[config.mk]
export PLATFORM = sky130hd
export DESIGN_NAME = qr_mac_sequencer_flat
export DESIGN_NICKNAME = d
export VERILOG_FILES = /design/src/rtl/qr_mac_sequencer_if.sv /design/src/rtl/qr_mac_sequencer.sv /design/src/flat_wrapper.sv
export SDC_FILE = /design/constraint.sdc
export NUM_CORES = 2
export LEC_CHECK = 0
export BUFFER_PORTS_ARGS = -buffer_cell sky130_fd_sc_hd__buf_4
export CAP_MARGIN = 20
export CORE_AREA = 10 10 542 544
export CTS_CLUSTER_DIAMETER = 60
export CTS_CLUSTER_SIZE = 24
export DETAILED_ROUTE_END_ITERATION = 10
export DIE_AREA = 0 0 552 554
export MAX_ROUTING_LAYER = met4
export PLACE_DENSITY = 0.38
export SYNTH_ARGS = -nofsm -noshare
export SYNTH_HDL_FRONTEND = slang
export SYNTH_SLANG_ARGS = --single-unit
[constraint.sdc]
create_clock -name clk -period 4.6 [get_ports clk]
set_input_delay 0.46 -clock clk [delete_from_list [all_inputs] [get_ports clk]]
set_output_delay 0.46 -clock clk [all_outputs]
set_load 0.01 [all_outputs]
[src/rtl/qr_mac_sequencer_if.sv]
// qr_mac_sequencer_if
//   Request/result handshake bundle between the layer/tile controller (master) and the
//   bit-serial MAC sequencer (slave).
//   Signals:
//     n_input_bits_cfg, binary_cfg : request config, sampled at the accept handshake
//     in_valid_i / in_ready_o      : input vector handshake
//     in_data_i                    : per-row input word
//     acc_valid_o / acc_ready_i    : result handshake
//     acc_data_o                   : signed per-column result
//   The _i/_o suffixes are from the sequencer's point of view.
interface qr_mac_sequencer_if #(
   parameter int unsigned numRows    = 128,
   parameter int unsigned numCols    = 8,
   parameter int unsigned numInBits  = 8,
   parameter int unsigned numAccBits = 12,
   parameter int unsigned numCfgBits = 8
);
   logic [numCfgBits-1:0]                 n_input_bits_cfg;
   logic                                  binary_cfg;
   logic                                  in_valid_i;
   logic                                  in_ready_o;
   logic [numRows-1:0][numInBits-1:0]     in_data_i;
   logic                                  acc_valid_o;
   logic                                  acc_ready_i;
   logic [numCols-1:0][numAccBits-1:0]    acc_data_o;

   modport slave (
      input  n_input_bits_cfg, binary_cfg, in_valid_i, in_data_i, acc_ready_i,
      output in_ready_o, acc_valid_o, acc_data_o
   );

   modport master (
      output n_input_bits_cfg, binary_cfg, in_valid_i, in_data_i, acc_ready_i,
      input  in_ready_o, acc_valid_o, acc_data_o
   );
endinterface

[src/rtl/qr_mac_sequencer.sv]
// qr_mac_sequencer
//   Bit-serial MAC sequencer. Accepts one input vector per request, presents it to the
//   array one bit-plane per cycle (LSB first) on data_p_o/data_n_o, and shift-adds the
//   returning per-column ADC partial sums into a signed per-column dot product.
//   Ports:
//     clk, rst     : clock, synchronous active-high reset
//     bus          : request/result handshake (qr_mac_sequencer_if.slave)
//     mac_en_o     : wrapper MAC enable, high while bit-planes are issued
//     data_p_o/n_o : per-row bit-plane drive
//     adc_out_i    : signed encoded per-column ADC partial sums, adcLatency cycles behind
//   Build option:
//     QR_SEQ_SATURATE_EN : saturating accumulation with a sticky per-column overflow flag;
//                          otherwise accumulation wraps modulo 2^numAccBits.
module qr_mac_sequencer #(
   parameter int unsigned numRows    = 128,
   parameter int unsigned numCols    = 8,
   parameter int unsigned numAdcBits = 4,
   parameter int unsigned numInBits  = 8,
   parameter int unsigned numAccBits = 12,
   parameter int unsigned numCfgBits = 8,
   parameter int unsigned adcLatency = 2
) (
   input  logic                                 clk,
   input  logic                                 rst,
   qr_mac_sequencer_if.slave                    bus,
   output logic                                 mac_en_o,
   output logic [numRows-1:0]                   data_p_o,
   output logic [numRows-1:0]                   data_n_o,
   input  logic [numCols-1:0][numAdcBits-1:0]   adc_out_i
);

   localparam int unsigned CntW  = $clog2(numInBits + 1);
   // Wide enough for acc plus a shifted ADC term without overflow.
   localparam int unsigned WideW = numAccBits + numInBits + 1;

   typedef enum logic [1:0] {StIdle, StRun, StDrain, StDone} state_e;

   state_e                              state_q, state_d;
   logic [numRows-1:0][numInBits-1:0]   sreg_q, sreg_d;
   logic [CntW-1:0]                     n_eff_q, n_eff_d;
   logic [CntW-1:0]                     iss_cnt_q, iss_cnt_d;
   logic [CntW-1:0]                     rx_cnt_q, rx_cnt_d;
   logic                                binary_q, binary_d;
   logic                                mac_en_q, mac_en_d;
   logic [numRows-1:0]                  data_p_q, data_p_d;
   logic [numRows-1:0]                  data_n_q, data_n_d;
   logic                                in_ready_q, in_ready_d;
   logic                                acc_valid_q, acc_valid_d;
   logic [numCols-1:0][numAccBits-1:0]  acc_q, acc_d;

   logic                                accept;
   logic                                rx_vld;
   logic                                rx_take;
   logic                                neg_step;
   logic [CntW-1:0]                     n_clamp;
   logic signed [WideW-1:0]             term_w [numCols];
   logic signed [WideW-1:0]             sum_w  [numCols];

`ifdef QR_SEQ_SATURATE_EN
   localparam logic signed [WideW-1:0] AccMax =
      WideW'((64'sd1 <<< (numAccBits - 1)) - 64'sd1);
   localparam logic signed [WideW-1:0] AccMin = -AccMax - WideW'(1);
   logic [numCols-1:0] ovf_q, ovf_d;
`endif

   assign accept = (state_q == StIdle) && bus.in_valid_i && in_ready_q;

   // Effective precision: 0 behaves as 1, anything above numInBits is capped.
   always_comb begin
      if (bus.n_input_bits_cfg == '0) begin
         n_clamp = CntW'(1);
      end else if (32'(bus.n_input_bits_cfg) > numInBits) begin
         n_clamp = CntW'(numInBits);
      end else begin
         n_clamp = CntW'(bus.n_input_bits_cfg);
      end
   end

   // Receive window: mac_en delayed by the wrapper latency marks each returning result.
   if (adcLatency == 0) begin : g_no_lat
      assign rx_vld = mac_en_q;
   end else begin : g_lat
      logic [adcLatency-1:0] vld_pipe_q, vld_pipe_d;

      always_comb begin
         vld_pipe_d    = vld_pipe_q << 1;
         vld_pipe_d[0] = mac_en_q;
      end

      always_ff @(posedge clk) begin
         if (rst) vld_pipe_q <= '0;
         else     vld_pipe_q <= vld_pipe_d;
      end

      assign rx_vld = vld_pipe_q[adcLatency-1];
   end

   assign rx_take  = rx_vld && ((state_q == StRun) || (state_q == StDrain));
   // Bipolar MSB plane carries weight -2^(N-1).
   assign neg_step = !binary_q && (rx_cnt_q == (n_eff_q - CntW'(1)));

   always_comb begin
      for (int c = 0; c < numCols; c++) begin
         term_w[c] = WideW'($signed(adc_out_i[c]));
         term_w[c] = term_w[c] <<< rx_cnt_q;
         if (neg_step) term_w[c] = -term_w[c];
         sum_w[c] = WideW'($signed(acc_q[c])) + term_w[c];
      end
   end

   // Accumulator and receive counter.
   always_comb begin
      acc_d    = acc_q;
      rx_cnt_d = rx_cnt_q;
`ifdef QR_SEQ_SATURATE_EN
      ovf_d    = ovf_q;
`endif
      if (accept) begin
         acc_d    = '0;
         rx_cnt_d = '0;
`ifdef QR_SEQ_SATURATE_EN
         ovf_d    = '0;
`endif
      end else if (rx_take) begin
         rx_cnt_d = rx_cnt_q + CntW'(1);
         for (int c = 0; c < numCols; c++) begin
`ifdef QR_SEQ_SATURATE_EN
            // Once a column has clipped it stays at the clamped value.
            if (!ovf_q[c]) begin
               if (sum_w[c] > AccMax) begin
                  acc_d[c] = AccMax[numAccBits-1:0];
                  ovf_d[c] = 1'b1;
               end else if (sum_w[c] < AccMin) begin
                  acc_d[c] = AccMin[numAccBits-1:0];
                  ovf_d[c] = 1'b1;
               end else begin
                  acc_d[c] = sum_w[c][numAccBits-1:0];
               end
            end
`else
            acc_d[c] = sum_w[c][numAccBits-1:0];
`endif
         end
      end
   end

   // Control FSM and registered bit-plane drive.
   always_comb begin
      state_d     = state_q;
      sreg_d      = sreg_q;
      n_eff_d     = n_eff_q;
      iss_cnt_d   = iss_cnt_q;
      binary_d    = binary_q;
      mac_en_d    = 1'b0;
      data_p_d    = '0;
      data_n_d    = '0;
      acc_valid_d = acc_valid_q;

      case (state_q)
         StIdle: begin
            if (accept) begin
               n_eff_d   = n_clamp;
               binary_d  = bus.binary_cfg;
               iss_cnt_d = CntW'(1);
               for (int r = 0; r < numRows; r++) begin
                  data_p_d[r] = bus.in_data_i[r][0];
                  sreg_d[r]   = bus.in_data_i[r] >> 1;
               end
               data_n_d = bus.binary_cfg ? '0 : ~data_p_d;
               mac_en_d = 1'b1;
               state_d  = StRun;
            end
         end
         StRun: begin
            if (iss_cnt_q == n_eff_q) begin
               state_d = StDrain;
            end else begin
               for (int r = 0; r < numRows; r++) begin
                  data_p_d[r] = sreg_q[r][0];
                  sreg_d[r]   = sreg_q[r] >> 1;
               end
               data_n_d  = binary_q ? '0 : ~data_p_d;
               mac_en_d  = 1'b1;
               iss_cnt_d = iss_cnt_q + CntW'(1);
            end
         end
         StDrain: begin
            if (rx_cnt_q == n_eff_q) begin
               state_d     = StDone;
               acc_valid_d = 1'b1;
            end
         end
         StDone: begin
            if (bus.acc_ready_i) begin
               state_d     = StIdle;
               acc_valid_d = 1'b0;
            end
         end
         default: state_d = StIdle;
      endcase

      in_ready_d = (state_d == StIdle);
   end

   always_ff @(posedge clk) begin
      if (rst) begin
         state_q     <= StIdle;
         sreg_q      <= '0;
         n_eff_q     <= '0;
         iss_cnt_q   <= '0;
         rx_cnt_q    <= '0;
         binary_q    <= 1'b0;
         mac_en_q    <= 1'b0;
         data_p_q    <= '0;
         data_n_q    <= '0;
         in_ready_q  <= 1'b0;
         acc_valid_q <= 1'b0;
         acc_q       <= '0;
`ifdef QR_SEQ_SATURATE_EN
         ovf_q       <= '0;
`endif
      end else begin
         state_q     <= state_d;
         sreg_q      <= sreg_d;
         n_eff_q     <= n_eff_d;
         iss_cnt_q   <= iss_cnt_d;
         rx_cnt_q    <= rx_cnt_d;
         binary_q    <= binary_d;
         mac_en_q    <= mac_en_d;
         data_p_q    <= data_p_d;
         data_n_q    <= data_n_d;
         in_ready_q  <= in_ready_d;
         acc_valid_q <= acc_valid_d;
         acc_q       <= acc_d;
`ifdef QR_SEQ_SATURATE_EN
         ovf_q       <= ovf_d;
`endif
      end
   end

   assign bus.in_ready_o  = in_ready_q;
   assign bus.acc_valid_o = acc_valid_q;
   assign bus.acc_data_o  = acc_q;
   assign mac_en_o        = mac_en_q;
   assign data_p_o        = data_p_q;
   assign data_n_o        = data_n_q;

endmodule

[src/flat_wrapper.sv]
// flat-port wrapper written by rule: the top's interface ports become plain ports
module qr_mac_sequencer_flat 
#(
   parameter int unsigned numRows    = 128,
   parameter int unsigned numCols    = 8,
   parameter int unsigned numAdcBits = 4,
   parameter int unsigned numInBits  = 8,
   parameter int unsigned numAccBits = 12,
   parameter int unsigned numCfgBits = 8,
   parameter int unsigned adcLatency = 2
)
  (clk, rst, mac_en_o, data_p_o, data_n_o, adc_out_i, bus_n_input_bits_cfg, bus_binary_cfg, bus_in_valid_i, bus_in_data_i, bus_acc_ready_i, bus_in_ready_o, bus_acc_valid_o, bus_acc_data_o);
  qr_mac_sequencer_if #(.numRows(numRows), .numCols(numCols), .numInBits(numInBits), .numAccBits(numAccBits), .numCfgBits(numCfgBits)) bus_i ();
  input  logic clk;
  input  logic rst;
  output logic mac_en_o;
  output logic [numRows-1:0] data_p_o;
  output logic [numRows-1:0] data_n_o;
  input  logic [numCols-1:0][numAdcBits-1:0] adc_out_i;
  input wire logic [$bits(bus_i.n_input_bits_cfg)-1:0] bus_n_input_bits_cfg;
  input wire logic [$bits(bus_i.binary_cfg)-1:0] bus_binary_cfg;
  input wire logic [$bits(bus_i.in_valid_i)-1:0] bus_in_valid_i;
  input wire logic [$bits(bus_i.in_data_i)-1:0] bus_in_data_i;
  input wire logic [$bits(bus_i.acc_ready_i)-1:0] bus_acc_ready_i;
  output wire logic [$bits(bus_i.in_ready_o)-1:0] bus_in_ready_o;
  output wire logic [$bits(bus_i.acc_valid_o)-1:0] bus_acc_valid_o;
  output wire logic [$bits(bus_i.acc_data_o)-1:0] bus_acc_data_o;
  assign bus_i.n_input_bits_cfg = bus_n_input_bits_cfg;
  assign bus_i.binary_cfg = bus_binary_cfg;
  assign bus_i.in_valid_i = bus_in_valid_i;
  assign bus_i.in_data_i = bus_in_data_i;
  assign bus_i.acc_ready_i = bus_acc_ready_i;
  assign bus_in_ready_o = bus_i.in_ready_o;
  assign bus_acc_valid_o = bus_i.acc_valid_o;
  assign bus_acc_data_o = bus_i.acc_data_o;
  qr_mac_sequencer #(.numRows(numRows), .numCols(numCols), .numAdcBits(numAdcBits), .numInBits(numInBits), .numAccBits(numAccBits), .numCfgBits(numCfgBits), .adcLatency(adcLatency)) u_core (.clk(clk), .rst(rst), .bus(bus_i), .mac_en_o(mac_en_o), .data_p_o(data_p_o), .data_n_o(data_n_o), .adc_out_i(adc_out_i));
endmodule
==> insert_results.sql <==
INSERT INTO impl_metrics (metric_group, metric, value, unit) VALUES
('status', 'outcome', 'finished clean', ''),
('yosys', 'syn-num-nets', '7578', ''),
('clocking', 'post_cts_buffers', '0', ''),
('worst_setup_path', 'crit_path_start_kind', 'flip-flop', ''),
('clocking', 'cts_inserted_buffers', '161', ''),
('layout', 'layoutNonFillerInstCount', '12531', ''),
('worst_setup_path', 'critPathArrivalTime', '4.97', 'ns'),
('timing', 'final-hold-violation-count', '0', ''),
('timing', 'setup_viol', '0', ''),
('placed_design', 'detailed_place_hpwl', '226', 'mm'),
('timing', 'max_freq', '236', 'MHz'),
('floorplanning', 'initial_core_util', '20.5', '%'),
('floorplanning', 'top_level_ports', '1424', ''),
('min_path', 'hold_path_class', 'primary input to flip-flop', ''),
('worst_setup_path', 'worst_r2r_endpoint', 'u_core.bus.acc_data_o[23]', ''),
('clocking', 'clk_pin_slew_worst_paths', '0.06', 'ns'),
('yosys', 'synth.yosys.warnings', '0', ''),
('worst_setup_path', 'ff2ff_path_depth', '16', ''),
('timing', 'maxSlewHeadroom', '25.6', '%'),
('global_routing', 'gr-max-usage-layer', 'met2', ''),
('worst_setup_path', 'critical_path_required', '5.34', 'ns'),
('flow_run', 'max_cap_viol_count', '0', ''),
('placed_design', 'port_buffers', '1423', ''),
('floorplanning', 'floorplan.core_area', '283000', 'um^2'),
('worst_setup_path', 'register_to_register_path_setup_slack', '0.37', 'ns'),
('floorplanning', 'floorplan.die_area', '306000', 'um^2'),
('placed_design', 'gpl.final_weighted_congestion', '0.858', ''),
('worst_setup_path', 'setup.worst_path.end_class', 'flip-flop', ''),
('timing', 'timing.setup.tns', '0', 'ns'),
('global_routing', 'gr-usage-all-layers', '19.0', '%'),
('layout', 'area.growth.synth_to_final', '51.8', '%'),
('timing', 'final_critical_path_time_including_i_o_delays_and_setup', '4.23', 'ns'),
('layout', 'final_layout_size_suffix_gt1_share', '22.0', '%'),
('floorplanning', 'die_width', '552', 'um'),
('floorplanning', 'core.rowCount', '196', ''),
('timing', 'fin_worst_hold_slack', '0.0697', 'ns'),
('yosys', 'syn_area', '58100', 'um^2'),
('placed_design', 'dp_cells', '11136', ''),
('route', 'drtIter0Drc', '3699', ''),
('route', 'dr_total_vias', '56822', ''),
('yosys', 'synth_cell_types', '85', ''),
('clocking', 'cts.root.buffer_cell', 'clkbuf_16', ''),
('clocking', 'cts_tree', 'built', ''),
('pwr', 'vdd_ir_drop_max', '0.426', 'mV'),
('worst_setup_path', 'r2r_start', 'u_core.rx_cnt_q[1]', ''),
('pwr', 'design_power_total', '45.9', 'mW'),
('global_routing', 'global_route_wire_length_before_repair', '424', 'mm'),
('global_routing', 'grt_start_max_net_pins', '186', ''),
('clocking', 'clk-insertion-delay-late', '0.86', 'ns'),
('route', 'vias_per_instance', '4.53', ''),
('timing', 'maxSlewViolCount', '0', ''),
('yosys', 'ys_seq_area_share', '43.7', '%'),
('worst_setup_path', 'worst-setup-path-type', 'flip-flop to flip-flop', ''),
('clocking', 'cts.path.max_buffers', '4', ''),
('route', 'drc', '0', ''),
('clocking', 'numClockSinks', '1268', ''),
('yosys', 'post_synth_inst_count', '6398', ''),
('layout', 'finish.utilization', '31.1', '%'),
('min_path', 'hold-path-endpoint', 'u_core.sreg_q[637]', ''),
('timing', 'grt_setup_unrepaired', 'no', ''),
('yosys', 'asyncSetResetFlopFracSynth', '0', '%'),
('route', 'ant_nets', '0', ''),
('yosys', 'synth_ff_type', 'dfxtp_1', ''),
('route', 'drt-wirelength-per-cell', '23.8', 'um'),
('timing', 'timing.final.crit_share', '92.0', '%'),
('global_routing', 'routing_usage_on_met3', '4.37', '%'),
('yosys', 'yosys_register_bits', '1268', ''),
('yosys', 'post_synth.cell_area_avg', '9.07', 'um^2'),
('global_routing', 'global_route.usage.met1', '23.0', '%'),
('global_routing', 'grt_overflow', '0', ''),
('pwr', 'power-per-cell-area', '522', 'nW/um^2');
-- routing by layer --
metal | routed length [um] | share of wire (%)
met3 | 17600 | 5.9
met5 | 0 | 0
met2 | 143000 | 48
met1 | 129000 | 43
met4 | 8630 | 2.9
-- report_power, final --
group	switching [mW]	internal (mW)	total, mW
registers	1.87	14.0	15.8
clock network	5.79	7.68	13.5
logic	9.71	6.94	16.7
-- area by class of cell --
cell class / instances / area [um^2] / area share, %
Clock buffer: 185 / 4300 / 4.88
Antenna cell: 160 / 400 / 0.454
Clock inverter: 105 / 1240 / 1.41
Timing Repair Buffer: 2498 / 21600 / 24.5
Sequential cell: 1268 / 25400 / 28.8
Inverter: 52 / 195 / 0.222
Tap cell: 3762 / 4710 / 5.34
Multi-Input combinational cell: 4501 / 30300 / 34.4
-- critical path, cell delays in order (launching register included) --
cell	delay, ns
dfxtp_2	0.57
buf_4	0.30
mux2_2	0.39
a22oi_1	0.37
or2_2	0.21
nand4b_1	0.13
nor2_1	0.20
a21oi_1	0.11
xor2_1	0.18
ha_1	0.36
and3_1	0.19
a21oi_1	0.11
o21ai_0	0.13
o41ai_1	0.36
xnor2_1	0.19
a21oi_1	0.09
a31o_2	0.22
-- Yosys cell counts, drive strengths merged (14+ instances only) --
| master | number | area (um^2) |
|---|---|---|
| nor2 | 1307 | 4910 |
| nor2b | 28 | 175 |
| mux2i | 798 | 7990 |
| ha | 103 | 1290 |
| mux2 | 16 | 188 |
| nor4 | 14 | 87.6 |
| o22a | 130 | 1140 |
| a211oi | 805 | 6040 |
| xor2 | 49 | 429 |
| dfxtp | 1268 | 25400 |
| nand4 | 17 | 106 |
| o21bai | 31 | 233 |
| a31oi | 19 | 119 |
| nor3 | 41 | 205 |
| a22oi | 265 | 1990 |
| o21ai | 91 | 455 |
| xnor2 | 91 | 797 |
| and3 | 21 | 131 |
| clkbuf | 540 | 2030 |
| nand3 | 59 | 295 |
| a21o | 37 | 278 |
| inv | 51 | 191 |
| buf | 37 | 257 |
| nand2 | 219 | 822 |
| a21oi | 190 | 955 |
-- cell usage in the layout, fill, tap and decap left out, drive strengths merged, types with 17 or more instances in the layout --
master and instances:
nand2 219, mux2i 798, o21ai 91, a31oi 19
dlygate4sd3 945, a211oi 805, nand3 59, a21oi 190
ha 103, a22oi 265, and3 21, a21o 37
inv 78, xor2 49, nand4 17, nor2b 28
nor2 1307, buf 1553, dfxtp 1268, diode 160
clkinv 49, o21bai 31, o22a 130, xnor2 91
nor3 41, clkbuf 185
-- how the worst max path moves through the flow --
stage / cells after the start / to / startpoint
finish: 16 / u_core.bus.acc_data_o[23] / u_core.rx_cnt_q[1]
floorplan: 19 / u_core.bus.acc_data_o[47] / u_core.n_eff_q[0]
global placement: 17 / u_core.bus.acc_data_o[47] / u_core.n_eff_q[0]
CTS: 14 / u_core.bus.acc_data_o[47] / u_core.rx_cnt_q[1]
detailed placement: 14 / u_core.bus.acc_data_o[47] / u_core.rx_cnt_q[1]
global route: 18 / u_core.bus.acc_data_o[23] / u_core.n_eff_q[0]
-- metrics by stage --
stage,worst slack [ns],instance area [um^2]
2_1_floorplan,0.642,58100
3_3_place_gp,0.386,72700
3_5_place_dp,0.413,72700
4_1_cts,0.399,87700
5_1_grt,0.0490,88100
6_report,0.368,88100
-- kinds of logic after synthesis --
kind of cell,count (synthesis),synth area share [%]
xor gates and xnor gates,142,2.19
DFF,1268,43.7
AOI/OAI and AO/OA,1654,20.6
muxes,817,14.2
buffers and inverters,629,4.27
adders and majority gates,111,2.50
and+or+nand+nor,1777,12.5
-- state kept, by name (all words and copies together) (netlist names) --
register                 count
u_core.rx_cnt_q              4
u_core.mac_en_o              1
u_core.n_eff_q               4
u_core.sreg_q              896
u_core.data_n_o            128
u_core.binary_q              1
u_core.bus.acc_data_o       96
u_core.data_p_o            128
u_core.bus.acc_valid_o       1
u_core.state_q               2
u_core.bus.in_ready_o        1
u_core.iss_cnt_q             4
u_core.g_lat.vld_pipe_q      2
-- repair_timing --
action	in CTS	in global routing
hold buffers	945	0
hold endpoints to repair	1067	0
resized for setup	0	3
endpoints found under the setup margin	0	2
No activity file was read; power rests on OpenSTA's default activity.
